File: src/rtl/vga_rd_scheduler.sv
// vga_rd_scheduler
// Walks one frame of RGB565 pixels out of the SDRAM frame buffer into the
// display FIFO, one burst at a time. The FIFO must have room for a full
// burst before a request is issued. At each VGA frame start the newest
// completed ping-pong bank is latched, the FIFO is flushed, and the walk
// restarts at that bank's base. Display underflow cycles are counted.
module vga_rd_scheduler #(
  parameter int H_ACT       = 800,
  parameter int V_ACT       = 480,
  parameter int BURST_LEN   = 256,
  parameter int FIFO_DEPTH  = 1024,
  parameter int ADDR_W      = 22,
  parameter int BANK_STRIDE = 524288,
  parameter int CLR_CYCLES  = 4
) (
  input  logic              CLK,
  input  logic              RST,
  input  logic              frame_start,
  input  logic              wr_frame_done,
  input  logic              wr_bank,
  input  logic [10:0]       fifo_wr_count,
  input  logic              pix_rd_en,
  input  logic              fifo_empty,
  output logic              fifo_clr,
  output logic              rd_req,
  output logic [ADDR_W-1:0] rd_addr,
  output logic [8:0]        rd_len,
  input  logic              rd_ack,
  input  logic              rd_done,
  output logic              rd_bank,
  output logic              frame_busy,
  output logic [15:0]       underflow_cnt
);

  localparam int FRAME_PIX = H_ACT * V_ACT;
  // remaining must also be able to represent BURST_LEN for the min() compare
  localparam int REM_W0    = $clog2(FRAME_PIX + 1);
  localparam int REM_W     = (REM_W0 > 10) ? REM_W0 : 10;
  localparam int CNT_W     = (CLR_CYCLES > 1) ? $clog2(CLR_CYCLES) : 1;

  localparam logic [ADDR_W-1:0] BANK1_BASE  = ADDR_W'(BANK_STRIDE);
  localparam logic [REM_W-1:0]  FRAME_PIX_R = REM_W'(FRAME_PIX);
  localparam logic [REM_W-1:0]  BURST_R     = REM_W'(BURST_LEN);
  localparam logic [8:0]        BURST_LEN_R = 9'(BURST_LEN);
  // Room check rewritten as count <= DEPTH - BURST so the sum cannot overflow
  localparam logic [11:0]       ROOM_LIMIT  = 12'(FIFO_DEPTH - BURST_LEN);
  localparam logic [CNT_W-1:0]  CLR_LOAD    = CNT_W'(CLR_CYCLES - 1);

  typedef enum logic [2:0] {
    S_IDLE,
    S_CLEAR,
    S_WAIT,
    S_REQ,
    S_XFER
  } state_t;

  state_t           state;
  logic             latest_bank;
  logic             pending;
  logic [REM_W-1:0] remaining;
  logic [CNT_W-1:0] clr_cnt;
  logic             enter_clr;
  logic             fifo_room;

  assign fifo_room  = ({1'b0, fifo_wr_count} <= ROOM_LIMIT);
  assign frame_busy = (state != S_IDLE);

  // Decide when the FSM (re)starts a frame flush this cycle
  always_comb begin
    enter_clr = 1'b0;
    case (state)
      S_IDLE, S_CLEAR, S_WAIT: enter_clr = frame_start;
      S_REQ:                   enter_clr = frame_start && !rd_ack;
      S_XFER:                  enter_clr = rd_done && (pending || frame_start);
      default:                 enter_clr = 1'b0;
    endcase
  end

  // Track the bank of the most recently completed writer frame
  always_ff @(posedge CLK or posedge RST) begin
    if (RST) begin
      latest_bank <= 1'b0;
    end else if (wr_frame_done) begin
      latest_bank <= wr_bank;
    end
  end

  // Frame read sequencer: flush, wait for room, request, transfer
  always_ff @(posedge CLK or posedge RST) begin
    if (RST) begin
      state     <= S_IDLE;
      fifo_clr  <= 1'b0;
      rd_req    <= 1'b0;
      rd_bank   <= 1'b0;
      pending   <= 1'b0;
      rd_addr   <= '0;
      rd_len    <= '0;
      remaining <= '0;
      clr_cnt   <= '0;
    end else if (enter_clr) begin
      state     <= S_CLEAR;
      fifo_clr  <= 1'b1;
      clr_cnt   <= CLR_LOAD;
      rd_req    <= 1'b0;
      rd_bank   <= latest_bank;
      rd_addr   <= latest_bank ? BANK1_BASE : '0;
      remaining <= FRAME_PIX_R;
      pending   <= 1'b0;
    end else begin
      case (state)
        S_IDLE: begin
          fifo_clr <= 1'b0;
          rd_req   <= 1'b0;
        end
        S_CLEAR: begin
          if (clr_cnt == '0) begin
            fifo_clr <= 1'b0;
            state    <= S_WAIT;
          end else begin
            clr_cnt <= clr_cnt - 1'b1;
          end
        end
        S_WAIT: begin
          if (remaining == '0) begin
            state <= S_IDLE;
          end else if (fifo_room) begin
            rd_len <= (remaining >= BURST_R) ? BURST_LEN_R : remaining[8:0];
            rd_req <= 1'b1;
            state  <= S_REQ;
          end
        end
        S_REQ: begin
          if (rd_ack) begin
            rd_req <= 1'b0;
            state  <= S_XFER;
            if (frame_start) begin
              pending <= 1'b1;
            end
          end
        end
        S_XFER: begin
          if (rd_done) begin
            rd_addr   <= rd_addr + ADDR_W'(rd_len);
            remaining <= remaining - REM_W'(rd_len);
            state     <= S_WAIT;
          end else if (frame_start) begin
            pending <= 1'b1;
          end
        end
        default: begin
          state    <= S_IDLE;
          fifo_clr <= 1'b0;
          rd_req   <= 1'b0;
        end
      endcase
    end
  end

  // Saturating count of cycles where the pixel path reads an empty FIFO
  always_ff @(posedge CLK or posedge RST) begin
    if (RST) begin
      underflow_cnt <= 16'h0000;
    end else if (pix_rd_en && fifo_empty && (underflow_cnt != 16'hFFFF)) begin
      underflow_cnt <= underflow_cnt + 16'h0001;
    end
  end

endmodule

File: config.mk
export PLATFORM = sky130hd
export DESIGN_NAME = vga_rd_scheduler
export DESIGN_NICKNAME = d
export VERILOG_FILES = /design/src/rtl/vga_rd_scheduler.sv
export SDC_FILE = /design/constraint.sdc
export NUM_CORES = 1
export LEC_CHECK = 0
export CAP_MARGIN = 10
export CORE_ASPECT_RATIO = 1.25
export CORE_MARGIN = 2
export CORE_UTILIZATION = 50
export CTS_CLUSTER_SIZE = 14
export DETAILED_ROUTE_END_ITERATION = 16
export GPL_TIMING_DRIVEN = 1
export PLACE_DENSITY = 0.84
export SYNTH_ARGS = -nofsm -noshare
export SYNTH_HDL_FRONTEND = slang
export SYNTH_SLANG_ARGS = --single-unit
File: constraint.sdc
create_clock -name CLK -period 2.95 [get_ports CLK]
set_clock_uncertainty 0.1 [all_clocks]
set_input_delay 0.295 -clock CLK [delete_from_list [all_inputs] [get_ports CLK]]
set_output_delay 0.295 -clock CLK [all_outputs]
set_load 0.02 [all_outputs]
## Word level (Yosys, flattened, before mapping)

Index checks and enable logic that the tools add are counted.

| operators by class | value |
|---|---|
| add/sub/neg operators | 4 |
| $lt $le $gt $ge | 2 |
| eq/ne operators | 16 |
| mux-type cells | 32 |
| bitwise operators | 2 |
| reduce and logical (&&, ||, !) cells | 24 |

Operators by type and width:

| kind | count |
|---|---|
| $mux W22 | 3 |
| $mux W19 | 3 |
| $add A22 B9 Y22 | 1 |
| $mux W20 | 1 |
| $ge A19 B9 Y1 const B | 1 |
| $logic_not A19 Y1 | 1 |
| $sub A19 B9 Y19 | 1 |
| $mux W3 | 6 |
| $ne A3 B3 Y1 const B | 6 |
| $add A16 B1 Y16 const B | 1 |
| $ne A16 B16 Y1 const B | 1 |
| $pmux W3 S5 | 1 |
| $le A11 B10 Y1 const B | 1 |
| $mux W1 | 10 |
| $mux W9 | 1 |
| $reduce_and A4 Y1 | 2 |
| $eq A3 B2 Y1 const B | 2 |
| $mux W2 | 3 |
| $pmux W1 S3 | 2 |
| $reduce_and A2 Y1 | 3 |
| $reduce_bool A2 Y1 | 3 |
| $reduce_bool A3 Y1 | 2 |
| $reduce_or A3 Y1 | 2 |
| $reduce_and A5 Y1 | 1 |
| 15 further kinds | 22 |

| word-level totals | value |
|---|---|
| bits in registers | 76 |
| input bits | 20 |
| output and inout port bits | 51 |

## Logic depth before layout (Yosys ltp)

| logic depth | value |
|---|---|
| depth in word-level cells | 5 |
| gate-level depth with buffers | 9 |

## Worst setup path before layout

No wires, ideal clock.

| path | value |
|---|---|
| path type | register to register |
| start | register rd_len[0] |
| end | register rd_addr[10] |
| setup time | 79 ps |
| data arrival time | 2,322 ps |
| data required time | 2,771 ps |
| setup slack | 448 ps |
| stages on the path, launching flop included | 10 |
| buffers on the path | 1 |
| period minus slack after synthesis | 2,502 ps |
| cells stage by stage | dfrtp_1 ha_1 inv_1 fa_1 nand2b_1 a211oi_1 o22ai_1 clkbuf_1 or3_1 a21oi_1 |

| on the way | value |
|---|---|
| word-level cells in the longest chain between the ends | 4 |

Ends and longest elaborated chain:

| item | line | text |
|---|---|---|
| from (decl) | 27 | `output logic [8:0] rd_len,` |
| from (signal assigned) | 127 | `rd_len <= (remaining >= BURST_R) ? BURST_LEN_R : remaining[8:0];` |
| $add A22 B9 Y22 | 143 | `rd_addr <= rd_addr + ADDR_W'(rd_len);` |
| $mux W22 | 142 | `if (rd_done) begin` |
| $mux W22 | 110 | `case (state)` |
| $mux W22 | 100 | `end else if (enter_clr) begin` |
| to (signal assigned) | 106 | `rd_addr <= latest_bank ? BANK1_BASE : '0;` |
| to (signal assigned) | 143 |  |
| to (decl) | 26 | `output logic [ADDR_W-1:0] rd_addr,` |

Every way passes these cells. The select of a mux whose other input is x is not followed.
A chain may end at the register's enable or synchronous reset.

## Final worst setup path

| path | value |
|---|---|
| start | register rd_len[0] |
| end | register rd_addr[20] |

The elaborated chain is that of the path after synthesis.

==> results.json <==
{
  "status": "finished clean",
  "vias_per_cell": 6.03,
  "crit_arrival_ns": 2.85,
  "timing.rr.start": "rd_len[0]$_DFFE_PP0P_",
  "fin_ws_ns": 0.296,
  "worstSetupStartpoint": "rd_len[0]$_DFFE_PP0P_",
  "first_pass_iters": 5,
  "io_buffer_count": 70,
  "hold_violations": 0,
  "cts_tree": "built",
  "finalSetupViolations": 0,
  "dieArea_um2": 9760,
  "setup_tns_ns": 0,
  "grt_overflow": 0,
  "cap_violations": 0,
  "period_needed_ns": 2.65,
  "mostFrequentLayoutCell": "dfrtp_1",
  "power_density_nw_per_um2": 683,
  "cts_resized": 0,
  "slew_violations": 0,
  "hold_class": "input pin to async pin",
  "critPathKind": "register to register",
  "cpPeakStageDelay_ns": 0.53,
  "row_count": 38,
  "synth_cell_types": 58,
  "place_congestion": 0.893,
  "relSlewSlack_pct": 50.8,
  "ys_ff_latch": 76,
  "io_pins": 71,
  "layout.cells.non_filler": 681,
  "ctsHoldBuffers": 0,
  "clkTransAtPathRegs_ns": 0.08,
  "clock_latency_ns": 0.36,
  "syn_to_final_growth_pct": 24.6,
  "seq_area_frac_synth_pct": 42.4,
  "place_area_um2": 5340,
  "synth_enable_flop_cells": 0,
  "antenna_cells": 0,
  "ant_nets": 0,
  "rsz0062_at_grt": "no",
  "multi_input_area_um2": 2440,
  "ys_warn_count": 0,
  "final_area_um2": 5590,
  "endpoint_kind": "register",
  "slowest_stage": "or4_1",
  "placed_cells": 665,
  "core_area_um2": 8700,
  "dpl.hpwl_um": 8180,
  "syn_avg_cell_area_um2": 9.26,
  "fillerInstances": 732,
  "drive_above_1_share_pct": 6.42,
  "grt_usage_pct": 24.1,
  "clock_sinks": 76,
  "power_leakage_nw": 2.37,
  "htree_levels": 3,
  "synth_top_flop_cell": "dfrtp_1",
  "worstMarginPinSlew_ns": 0.738,
  "worstPathCellList": "ha_1, inv_1, fa_1, nand2b_1, a211oi_1, o22ai_1, or4_1, nand3_1",
  "layout_common_cells": "dfrtp_1, clkdlybuf4s50_1, nand2_1",
  "grt_pass1_wl_um": 18600,
  "die_w_um": 88.8,
  "finalPower_w": 0.00382,
  "nets": 598,
  "cts_made_buffers": 9,
  "drt-total-wl_um": 11300,
  "pre_cts_slack_ns": 0.349,
  "vias": 4105,
  "critical_path.top_delay_family": "simple AND/OR/NAND/NOR gates",
  "synth_area_um2": 4490,
  "worstPathMaxFanout": 12,
  "timing.fmax_mhz": 377,
  "wire_per_inst_um": 16.6,
  "route.detailed.drc": 0,
  "die_h_um": 110,
  "initial_core_util_pct": 51.6,
  "crit_required_ns": 3.15,
  "crit_buf_inv": 1,
  "async_flop_share_pct": 100,
  "min_period_over_period_pct": 90.0,
  "synthCells": 485,
  "clockRootBuffer": "clkbuf_8",
  "cts_setup_buffers": 0,
  "antenna_found_initial": 0,
  "cp-start-kind": "register",
  "grt_pass1_vias": 3917,
  "irDropWorstVdd_uv": 482,
  "max-clock-path-buffers": 2,
  "seqCellArea_um2": 1900,
  "grt_start_max_net_pins": 54,
  "synth_nets": 527,
  "first_iter_violations": 194
}
sequential cells by signal, indices dropped and copies added, names as in the netlist:
| name | cells |
|---|---|
| underflow_cnt | 16 |
| latest_bank | 1 |
| rd_len | 9 |
| rd_req | 1 |
| clr_cnt | 2 |
| remaining | 19 |
| fifo_clr | 1 |
| pending | 1 |
| rd_bank | 1 |
| rd_addr | 22 |
| state | 3 |
worst register-to-register path, stage by stage (launching register included):
cell      delay, ns
dfrtp_1        0.40
ha_1           0.19
inv_1          0.06
fa_1           0.39
nand2b_1       0.22
a211oi_1       0.32
o22ai_1        0.31
or4_1          0.53
nand3_1        0.09
per-stage QoR:
stage | util, % | hold slack (ns)
after global placement | 61.4 | 0.380
after global routing | 64.3 | 0.229
after detailed placement | 61.4 | 0.388
final | 64.3 | 0.187
after floorplan | - | 0.347
after CTS | 64.3 | 0.194
power breakdown:
part	internal [W]	total, W	leakage (nW)	switching, W
clock	0.000585	0.000984	0.122	0.000399
sequential	0.00121	0.00143	0.952	0.000220
combinational	0.000611	0.00141	1.29	0.000797
total	0.00240	0.00382	2.37	0.00142
cell type report:
class	count	area share, %
Clock buffer	10	2.46
Tap cell	120	2.68
Sequential cell	76	34.0
Timing Repair Buffer	78	13.8
Multi-Input combinational cell	371	43.7
Inverter	20	1.34
Clock inverter	6	1.99
cell families after synthesis:
| kind of cell | Yosys count | synth area share (%) |
|---|---|---|
| fa+ha+maj | 22 | 6.47 |
| buf+inv | 38 | 3.20 |
| simple gates | 193 | 23.1 |
| compound gates | 117 | 16.7 |
| flops | 76 | 42.4 |
| mux | 19 | 4.29 |
| xor+xnor | 20 | 3.90 |
synthesized netlist by cell type, drive strengths merged, types with 2 or more instances:
cell type	n	share of area, %
a211o	2	0.39
a211oi	7	1.2
a21o	5	0.84
a21oi	32	3.6
a221o	2	0.45
a221oi	2	0.39
a31o	2	0.39
a31oi	2	0.28
a32o	3	0.67
and2	4	0.56
and3	6	0.84
and4	8	1.6
clkbuf	17	1.4
dfrtp	76	42
fa	2	0.89
ha	20	5.6
inv	20	1.7
mux2	2	0.50
mux2i	17	3.8
nand2	54	4.5
nand2b	9	1.3
nand3	24	2.7
nand3b	4	0.67
nand4	8	1.1
nor2	17	1.4
nor2b	3	0.42
nor3	16	1.8
nor3b	3	0.50
nor4	4	0.56
o2111ai	3	0.59
o211ai	2	0.33
o21a	4	0.67
o21ai	33	3.7
o31ai	7	1.2
or2	3	0.42
or3	19	2.7
or4	9	1.6
xnor2	14	2.7
xor2	6	1.2
routing by layer:
metal  vias up  track usage (%)  wire length, µm
li1       1939                -                -
met1      2027             30.5             4620
met2       127             40.7             5890
met3        12             5.78              651
met4         0             7.36              141
met5         -                0                0
worst paths after layout:
path / end / cells past startpoint / slack [ns]
max in group asynchronous: rd_addr[2]$_DFFE_PP0P_ / 3 / 1.90
min reg2reg: underflow_cnt[13]$_DFFE_PP0P_ / 1 / 0.40
min: underflow_cnt[1]$_DFFE_PP0P_ / 2 / 0.19
max: rd_addr[20]$_DFFE_PP0P_ / 8 / 0.30
min in group CLK: underflow_cnt[13]$_DFFE_PP0P_ / 1 / 0.40
max reg2reg: rd_addr[20]$_DFFE_PP0P_ / 8 / 0.30
Power figures use the tool's default switching activity.
